==> config.mk <==
export PLATFORM = sky130hd
export DESIGN_NAME = dmem_bus_bridge
export DESIGN_NICKNAME = d
export VERILOG_FILES = /design/src/rtl/dmem_bus_bridge.sv
export SDC_FILE = /design/constraint.sdc
export NUM_CORES = 1
export LEC_CHECK = 0
export BUFFER_PORTS_ARGS = -buffer_cell sky130_fd_sc_hd__buf_4
export CORE_ASPECT_RATIO = 2
export CORE_MARGIN = 8
export CORE_UTILIZATION = 49
export DETAILED_ROUTE_END_ITERATION = 16
export GPL_TIMING_DRIVEN = 0
export PLACE_DENSITY = 0.8
export SYNTH_ARGS = -nofsm -noshare
export SYNTH_HDL_FRONTEND = slang
export SYNTH_SLANG_ARGS = --single-unit
==> constraint.sdc <==
create_clock -name clk_in -period 2.73 [get_ports clk_in]
set_input_delay 0.273 -clock clk_in [delete_from_list [all_inputs] [get_ports clk_in]]
set_output_delay 0.273 -clock clk_in [all_outputs]
set_load 0.01 [all_outputs]
==> src/rtl/dmem_bus_bridge.sv <==
// Data-side bridge from the CPU port to N memory-mapped regions.
// Decodes the region, builds byte lanes, inserts wait states and reports faults.
module dmem_bus_bridge #(
    parameter int unsigned               N_REGION    = 2,
    parameter logic [N_REGION*32-1:0]    REGION_BASE = {32'h10020000, 32'h10010000},
    parameter int unsigned               REGION_AW   = 11,
    parameter int unsigned               WAIT_STATES = 0
) (
    input  logic                     clk_in,
    input  logic                     reset,
    input  logic                     cpu_req,
    input  logic                     cpu_we,
    input  logic [1:0]               cpu_size,
    input  logic [31:0]              cpu_addr,
    input  logic [31:0]              cpu_wdata,
    output logic                     cpu_busy,
    output logic                     cpu_ack,
    output logic                     cpu_err,
    output logic [31:0]              cpu_rdata,
    output logic [N_REGION-1:0]      mem_sel,
    output logic                     mem_we,
    output logic [3:0]               mem_be,
    output logic [REGION_AW-3:0]     mem_addr,
    output logic [31:0]              mem_wdata,
    input  logic [N_REGION*32-1:0]   mem_rdata
);

    localparam logic [31:0] REGION_SIZE = 32'd1 << REGION_AW;
    localparam logic [3:0]  WAIT_CNT    = 4'(WAIT_STATES);

    typedef enum logic [1:0] {StIdle, StAccess, StResp} state_e;

    state_e                r_state;
    logic                  r_we;
    logic [1:0]            r_size;
    logic [1:0]            r_lane;
    logic [31:0]           r_wdata;
    logic [3:0]            r_be;
    logic [REGION_AW-3:0]  r_addr;
    logic [N_REGION-1:0]   r_sel;
    logic                  r_err;
    logic [3:0]            r_cnt;
    logic [31:0]           r_rdata;

    logic [N_REGION-1:0]   w_hit_sel;
    logic [31:0]           w_offset;
    logic [31:0]           w_off_tmp;
    logic                  w_found;
    logic                  w_misalign;
    logic                  w_fault;
    logic [3:0]            w_be;
    logic [31:0]           w_wdata;
    logic [31:0]           w_rsel;
    logic [31:0]           w_rshift;
    logic [31:0]           w_rdata;
    logic                  w_access;

    // Lowest-index region whose modulo-2^32 offset falls inside the window wins.
    always_comb begin
        w_hit_sel = '0;
        w_offset  = '0;
        w_off_tmp = '0;
        w_found   = 1'b0;
        for (int unsigned i = 0; i < N_REGION; i++) begin
            w_off_tmp = cpu_addr - REGION_BASE[32*i +: 32];
            if (!w_found && (w_off_tmp < REGION_SIZE)) begin
                w_found      = 1'b1;
                w_hit_sel[i] = 1'b1;
                w_offset     = w_off_tmp;
            end
        end
    end

    always_comb begin
        w_misalign = ((cpu_size == 2'b01) && cpu_addr[0])
                  || ((cpu_size == 2'b10) && (cpu_addr[1:0] != 2'b00))
                  || (cpu_size == 2'b11);
        w_fault    = w_misalign || !w_found;
        case (cpu_size)
            2'b00: begin
                w_be    = 4'b0001 << cpu_addr[1:0];
                w_wdata = {4{cpu_wdata[7:0]}};
            end
            2'b01: begin
                w_be    = 4'b0011 << cpu_addr[1:0];
                w_wdata = {2{cpu_wdata[15:0]}};
            end
            default: begin
                w_be    = 4'b1111;
                w_wdata = cpu_wdata;
            end
        endcase
    end

    // Read path: pick the selected region, move the addressed lane down, zero-extend.
    always_comb begin
        w_rsel = '0;
        for (int unsigned i = 0; i < N_REGION; i++) begin
            if (r_sel[i]) begin
                w_rsel = w_rsel | mem_rdata[32*i +: 32];
            end
        end
        w_rshift = w_rsel >> {r_lane, 3'b000};
        case (r_size)
            2'b00:   w_rdata = {24'd0, w_rshift[7:0]};
            2'b01:   w_rdata = {16'd0, w_rshift[15:0]};
            default: w_rdata = w_rshift;
        endcase
    end

    always_ff @(posedge clk_in or negedge reset) begin
        if (!reset) begin
            r_state <= StIdle;
            r_we    <= 1'b0;
            r_size  <= 2'b00;
            r_lane  <= 2'b00;
            r_wdata <= '0;
            r_be    <= '0;
            r_addr  <= '0;
            r_sel   <= '0;
            r_err   <= 1'b0;
            r_cnt   <= '0;
            r_rdata <= '0;
        end else begin
            case (r_state)
                StIdle: begin
                    if (cpu_req) begin
                        r_we    <= cpu_we;
                        r_size  <= cpu_size;
                        r_lane  <= cpu_addr[1:0];
                        r_wdata <= w_wdata;
                        r_be    <= w_be;
                        r_addr  <= w_offset[REGION_AW-1:2];
                        r_err   <= w_fault;
                        r_rdata <= '0;
                        if (w_fault) begin
                            r_sel   <= '0;
                            r_state <= StResp;
                        end else begin
                            r_sel   <= w_hit_sel;
                            r_cnt   <= WAIT_CNT;
                            r_state <= StAccess;
                        end
                    end
                end
                StAccess: begin
                    if (r_cnt == 4'd0) begin
                        r_rdata <= r_we ? 32'd0 : w_rdata;
                        r_sel   <= '0;
                        r_state <= StResp;
                    end else begin
                        r_cnt <= r_cnt - 4'd1;
                    end
                end
                StResp: begin
                    r_rdata <= '0;
                    r_err   <= 1'b0;
                    r_state <= StIdle;
                end
                default: r_state <= StIdle;
            endcase
        end
    end

    // Memory-side outputs are gated by state so reset or a fault leaves them idle at once.
    assign w_access  = (r_state == StAccess);
    assign mem_sel   = w_access ? r_sel : '0;
    assign mem_be    = w_access ? r_be : 4'b0000;
    assign mem_addr  = w_access ? r_addr : '0;
    assign mem_wdata = w_access ? r_wdata : 32'd0;
    assign mem_we    = w_access && r_we && (r_cnt == 4'd0);

    assign cpu_busy  = (r_state != StIdle);
    assign cpu_ack   = (r_state == StResp);
    assign cpu_err   = (r_state == StResp) && r_err;
    assign cpu_rdata = r_rdata;

endmodule

[After elaboration in Yosys (flattened, before gate mapping)]
Index checks and enable logic that the tools add are counted.
Storage, ports and cells
  flip-flop bits (word level): 91
  input port bits: 134
  output and inout port bits: 83
  logic and storage cells: 88
Cells by class
  add/subtract/negate cells: 3
  magnitude comparators: 2
  eq/ne operators: 10
  shift operators: 3
  multiplexer cells: 32
  bitwise logic cells: 1
  reductions and logical operators: 26
Operators with widths (count)
  32-bit 2-to-1 mux: 6
  32-bit one-hot mux with 2 select lines: 2
  32-bit one-hot mux with 3 select lines: 1
  32-bit by 12-bit < comparator with 1-bit output, second input constant: 2
  32-bit by 29-bit subtractor with 32-bit output, second input constant: 2
  32-bit bitwise OR: 1
  32-bit by 5-bit >> shifter with 32-bit output: 1
  11-bit 2-to-1 mux: 2
  4-bit 2-to-1 mux: 4
  4-bit one-hot mux with 2 select lines: 2
  2-bit 2-to-1 mux: 7
  9-bit 2-to-1 mux: 1
  2-bit one-hot mux with 2 select lines: 2
  2-bit nonzero test: 4
  2-bit by 1-bit == test with 1-bit output, second input constant: 3
  2-bit == test, second input constant: 3
  1-bit logical AND: 6
  2-bit zero test: 3
  2-bit inequality test, second input constant: 3
  2-bit AND reduction: 3
  3-bit AND reduction: 2
  4-bit zero test: 1
  1-bit 2-to-1 mux: 4
  4-bit AND reduction: 1
  8 further kinds: 11

[Depth between registers and ports, before layout]
  depth in word-level cells: 11
  gate-level depth with buffers: 10
  depth with buffers taken out: 8

[Least setup slack after synthesis]
OpenSTA, ideal clock, no wires.
  path type: input port to flip-flop
  from: input cpu_addr[17]
  to: register r_state[0]
  setup time: 0.141 ns
  data arrival time: 2.153 ns
  required time: 2.589 ns
  path slack: 0.436 ns
  stages: 8
  path buffers: 0
  cells stage by stage: inv_1 ha_1 or4b_2 a2111oi_4 xnor2_1 a41o_1 a32oi_4 o22ai_1
Between the ends
  cells in the longest elaborated chain, start to end: 11
  elaborated cells on any way between the ends: 13
  classes of those cells: 2 x add/sub; 2 x order compare; 5 x mux; 4 x reduce/logical
RTL lines
  start: declaration: line 14  | input logic [31:0] cpu_addr,
  32-bit by 29-bit subtractor with 32-bit output: line 65  | w_off_tmp = cpu_addr - REGION_BASE[32*i +: 32];
  32-bit by 12-bit < comparator with 1-bit output: line 66  | if (!w_found && (w_off_tmp < REGION_SIZE)) begin
  1-bit 2-to-1 mux: line 66
  1-bit zero test: line 66
  1-bit logical AND: line 66
  1-bit 2-to-1 mux *: line 66
  1-bit zero test *: line 78  | w_fault = w_misalign || !w_found;
  1-bit logical OR *: line 78
  2-bit 2-to-1 mux *: line 136  | if (w_fault) begin
  2-bit 2-to-1 mux *: line 127  | if (cpu_req) begin
  2-bit one-hot mux with 2 select lines *: line 125  | case (r_state)
  end signal: assignment: line 138  | r_state <= StResp;
  end signal: assignment: line 142  | r_state <= StAccess;
  end signal: assignment: line 150  | r_state <= StResp;
  end: declaration: line 33  | state_e r_state;
Mark *: on every way between the ends. The rest lies on a longest branch, timed or not. The select of a mux whose other input is x is not followed.
A chain may end at the register's enable or synchronous reset.

[Worst setup path after layout]
  from: register r_state[0]
  to: output mem_wdata[17]
Between the ends
  cells in the longest elaborated chain, start to end: 2
RTL lines
  start signal: assignment: line 113  | r_state <= StIdle;
  start signal: assignment: line 138
  start signal: assignment: line 142
  2-bit by 1-bit == test with 1-bit output: line 166  | assign w_access = (r_state == StAccess);
  32-bit 2-to-1 mux: line 170  | assign mem_wdata = w_access ? r_wdata : 32'd0;
  end: declaration: line 24  | output logic [31:0] mem_wdata,
Every way passes these cells.

==> metrics.cfg <==
[final_layout]
design_area_um2 = 7490
nNetsFinal = 999
multiInputGateArea_um2 = 2920
layout_common_cells = buf_4, nand2_1, dfrtp_1
drive_gt1_share_pct = 28.6
area_delta_synth_final_pct = 38.3
layout_commonest_cell = buf_4
nFillCells = 926
diodes = 0
seq_area_um2 = 2280

[die]
start_util_pct = 50.1
dieWidth_um = 90.3
io_pins = 217
core_um2 = 10800
die_h_um = 165
dieArea_um2 = 14900
rows = 54

[critical_path]
critical_path_cell_count = 5
reg2reg_depth = 10
cp.arrival_ps = 2290
r2r_slack_ps = 290
cp_top_family = buffers and inverters
slowest_stage = dfrtp_1
critical_path_class = reg2out
crit_top_cell = clkbuf_1
regToRegEndpoint = cpu_rdata[27]
cp-startpoint = r_state[0]
cp_cell_sequence = nor2b_1 > clkbuf_1 > clkbuf_1 > and2_1 > buf_4
crit_path_start_kind = flop
timing.rr.start = r_cnt[0]
path_max_fanout = 10
worst_path_largest_cell_delay_ps = 430
cp.required_ps = 2460
endpoint = mem_wdata[17]
end_kind = primary output
cp_num_buf_inv = 3

[route]
wire_per_inst_um = 20.9
via_per_inst = 5.74
drt_iter0_markers = 297
dr.pass1.iters = 4
ant_nets = 0
num_vias = 5774
drc = 0
totalWireLength_um = 21000

[place]
placed_area_um2 = 7180
gp_congestion = 0.958
dp_hpwl_um = 17100
io_buffers = 212

[synth]
synthTopCellsByArea = dfrtp_1, nand2_1, and2_1, a21oi_1, mux2i_1
ys_seq_area_share_pct = 42.1
syn_inst = 639
async_flop_share_pct = 100
ys_warn_count = 0
synthDistinctLibCells = 57
yosysTopAreaCellShare_pct = 42.1
synth-seq-cells = 91
synth_ff_type = dfrtp_1
yosys.area.top_type = dfrtp_1
synth_edf_count = 0
syn_area_um2 = 5420
syn_area_per_cell_um2 = 8.47
syn_nets = 776

[power]
power_density_nw_per_um2 = 469
p_leak_nw = 3.45
peakVddDrop_v = 0.000436
totalPowerFinal_mw = 3.52

[sta]
fmax_ghz = 0.391
drv_slew = 0
fin_worst_skew_ps = 8.65
setup_viol = 0
period_minus_slack_ps = 2560
hold_violations = 0
worst_pin_slew_ps = 1140
timing.slew.headroom_pct = 24.0
fin_crit_sh_pct = 93.7
rsz0062_at_grt = false

[clock_tree]
cts-root-buf = clkbuf_16
clk_pin_slew_ps = 60
clockBufferDepth = 2
cts_sinks = 91
cts_setup_buffers = 0
cts_resized = 4
cts_tree = yes
clkLatencyLatePin_ps = 340
ctsHoldBuffers = 0
cts_max_level = 3
cts_made_buffers = 9

[global_routing]
grt_max_degree = 92
grtUsageTotal_pct = 27.9
grt_pass1_wl_um = 32700
grt_overflow = 0
antenna_found_initial = 0
grt_pass1_vias = 6215

[outcome]
status = finished clean

[worst_hold_path]
hp-class = in2async

[flow_run]
max_cap_viol_count = 0

## layout make-up
class	count	area share (%)
buffer	48	2.66
sequential	91	30.4
inverter	8	0.401
timing repair buffer	212	21.3
clock inverter	5	0.835
clock buffer	10	3.06
multi-input combinational	492	39.0
tap	140	2.34
## registers in the layout, summed over array words and instances, names as in the netlist
signal     cells
cpu_rdata     32
r_lane         2
r_we           1
r_size         2
r_err          1
r_cnt          4
r_sel          2
r_state        2
r_wdata       32
r_addr         9
r_be           4
## worst min-delay path by stage
stage / from / to / slack (ps) / cells past startpoint
final: reset / cpu_rdata[8] / 140 / 1
after global routing: cpu_addr[4] / r_addr[2] / 170 / 3
after CTS: cpu_we / r_we / 140 / 3
after detailed placement: r_wdata[7] / r_wdata[7] / 450 / 2
after global placement: r_wdata[31] / r_wdata[31] / 450 / 2
after floorplan: reset / cpu_rdata[0] / -20 / 0
## synth_stat cells (5+ instances only)
cell        n
dfrtp_1    91
a21oi_1    53
nor2_1     59
nor2b_1    12
o31ai_1     9
a22o_1      8
and2_1     56
a211oi_1   17
nand2_1   109
o21ai_0    30
clkbuf_1   41
a221oi_1    8
o41ai_1     9
nor4_1     10
a22oi_1    16
inv_1       8
o21ai_1    10
buf_1       5
mux2i_1    24
## kinds of logic (layout without fill, tap and decap cells)
logic type	Yosys count	count (layout)	share of synthesized area [%]
simple gates	279	279	25.3
compound gates	179	179	22.1
flops	91	91	42.1
buf+inv	56	283	4.16
mux	25	25	4.64
xor+xnor	6	6	0.970
fa+ha+maj	3	3	0.693
## where the power goes
part | internal [mW] | switching (mW)
sequential | 1.46 | 0.0741
combinational | 0.311 | 0.434
clock | 0.709 | 0.525
## routing by layer
layer  routed length [µm]  share of wire [%]  global-route usage [%]
met4                 1040                5.0                    16.2
met1                 7210                 34                    26.5
met2                11500                 55                    53.9
met5                    0                  0                       0
met3                 1270                6.0                    5.74
## per-stage QoR
| step | cells | utilization, % | hold WS [ps] | worst slack (ps) | TNS (ps) |
|---|---|---|---|---|---|
| 6_report | 1006 | 69.3 | 138 | 171 | 0 |
| 5_1_grt | 1006 | 69.3 | 169 | 45.0 | 0 |
| 4_1_cts | 1006 | 69.2 | 138 | 23.1 | 0 |
| 3_5_place_dp | 991 | 66.4 | 454 | -330 | -5940 |
| 3_3_place_gp | 991 | 66.4 | 454 | -268 | -4970 |
| 2_1_floorplan | 639 | - | -22.6 | 436 | 0 |
Note: power is estimated with default switching activity, not from simulation.
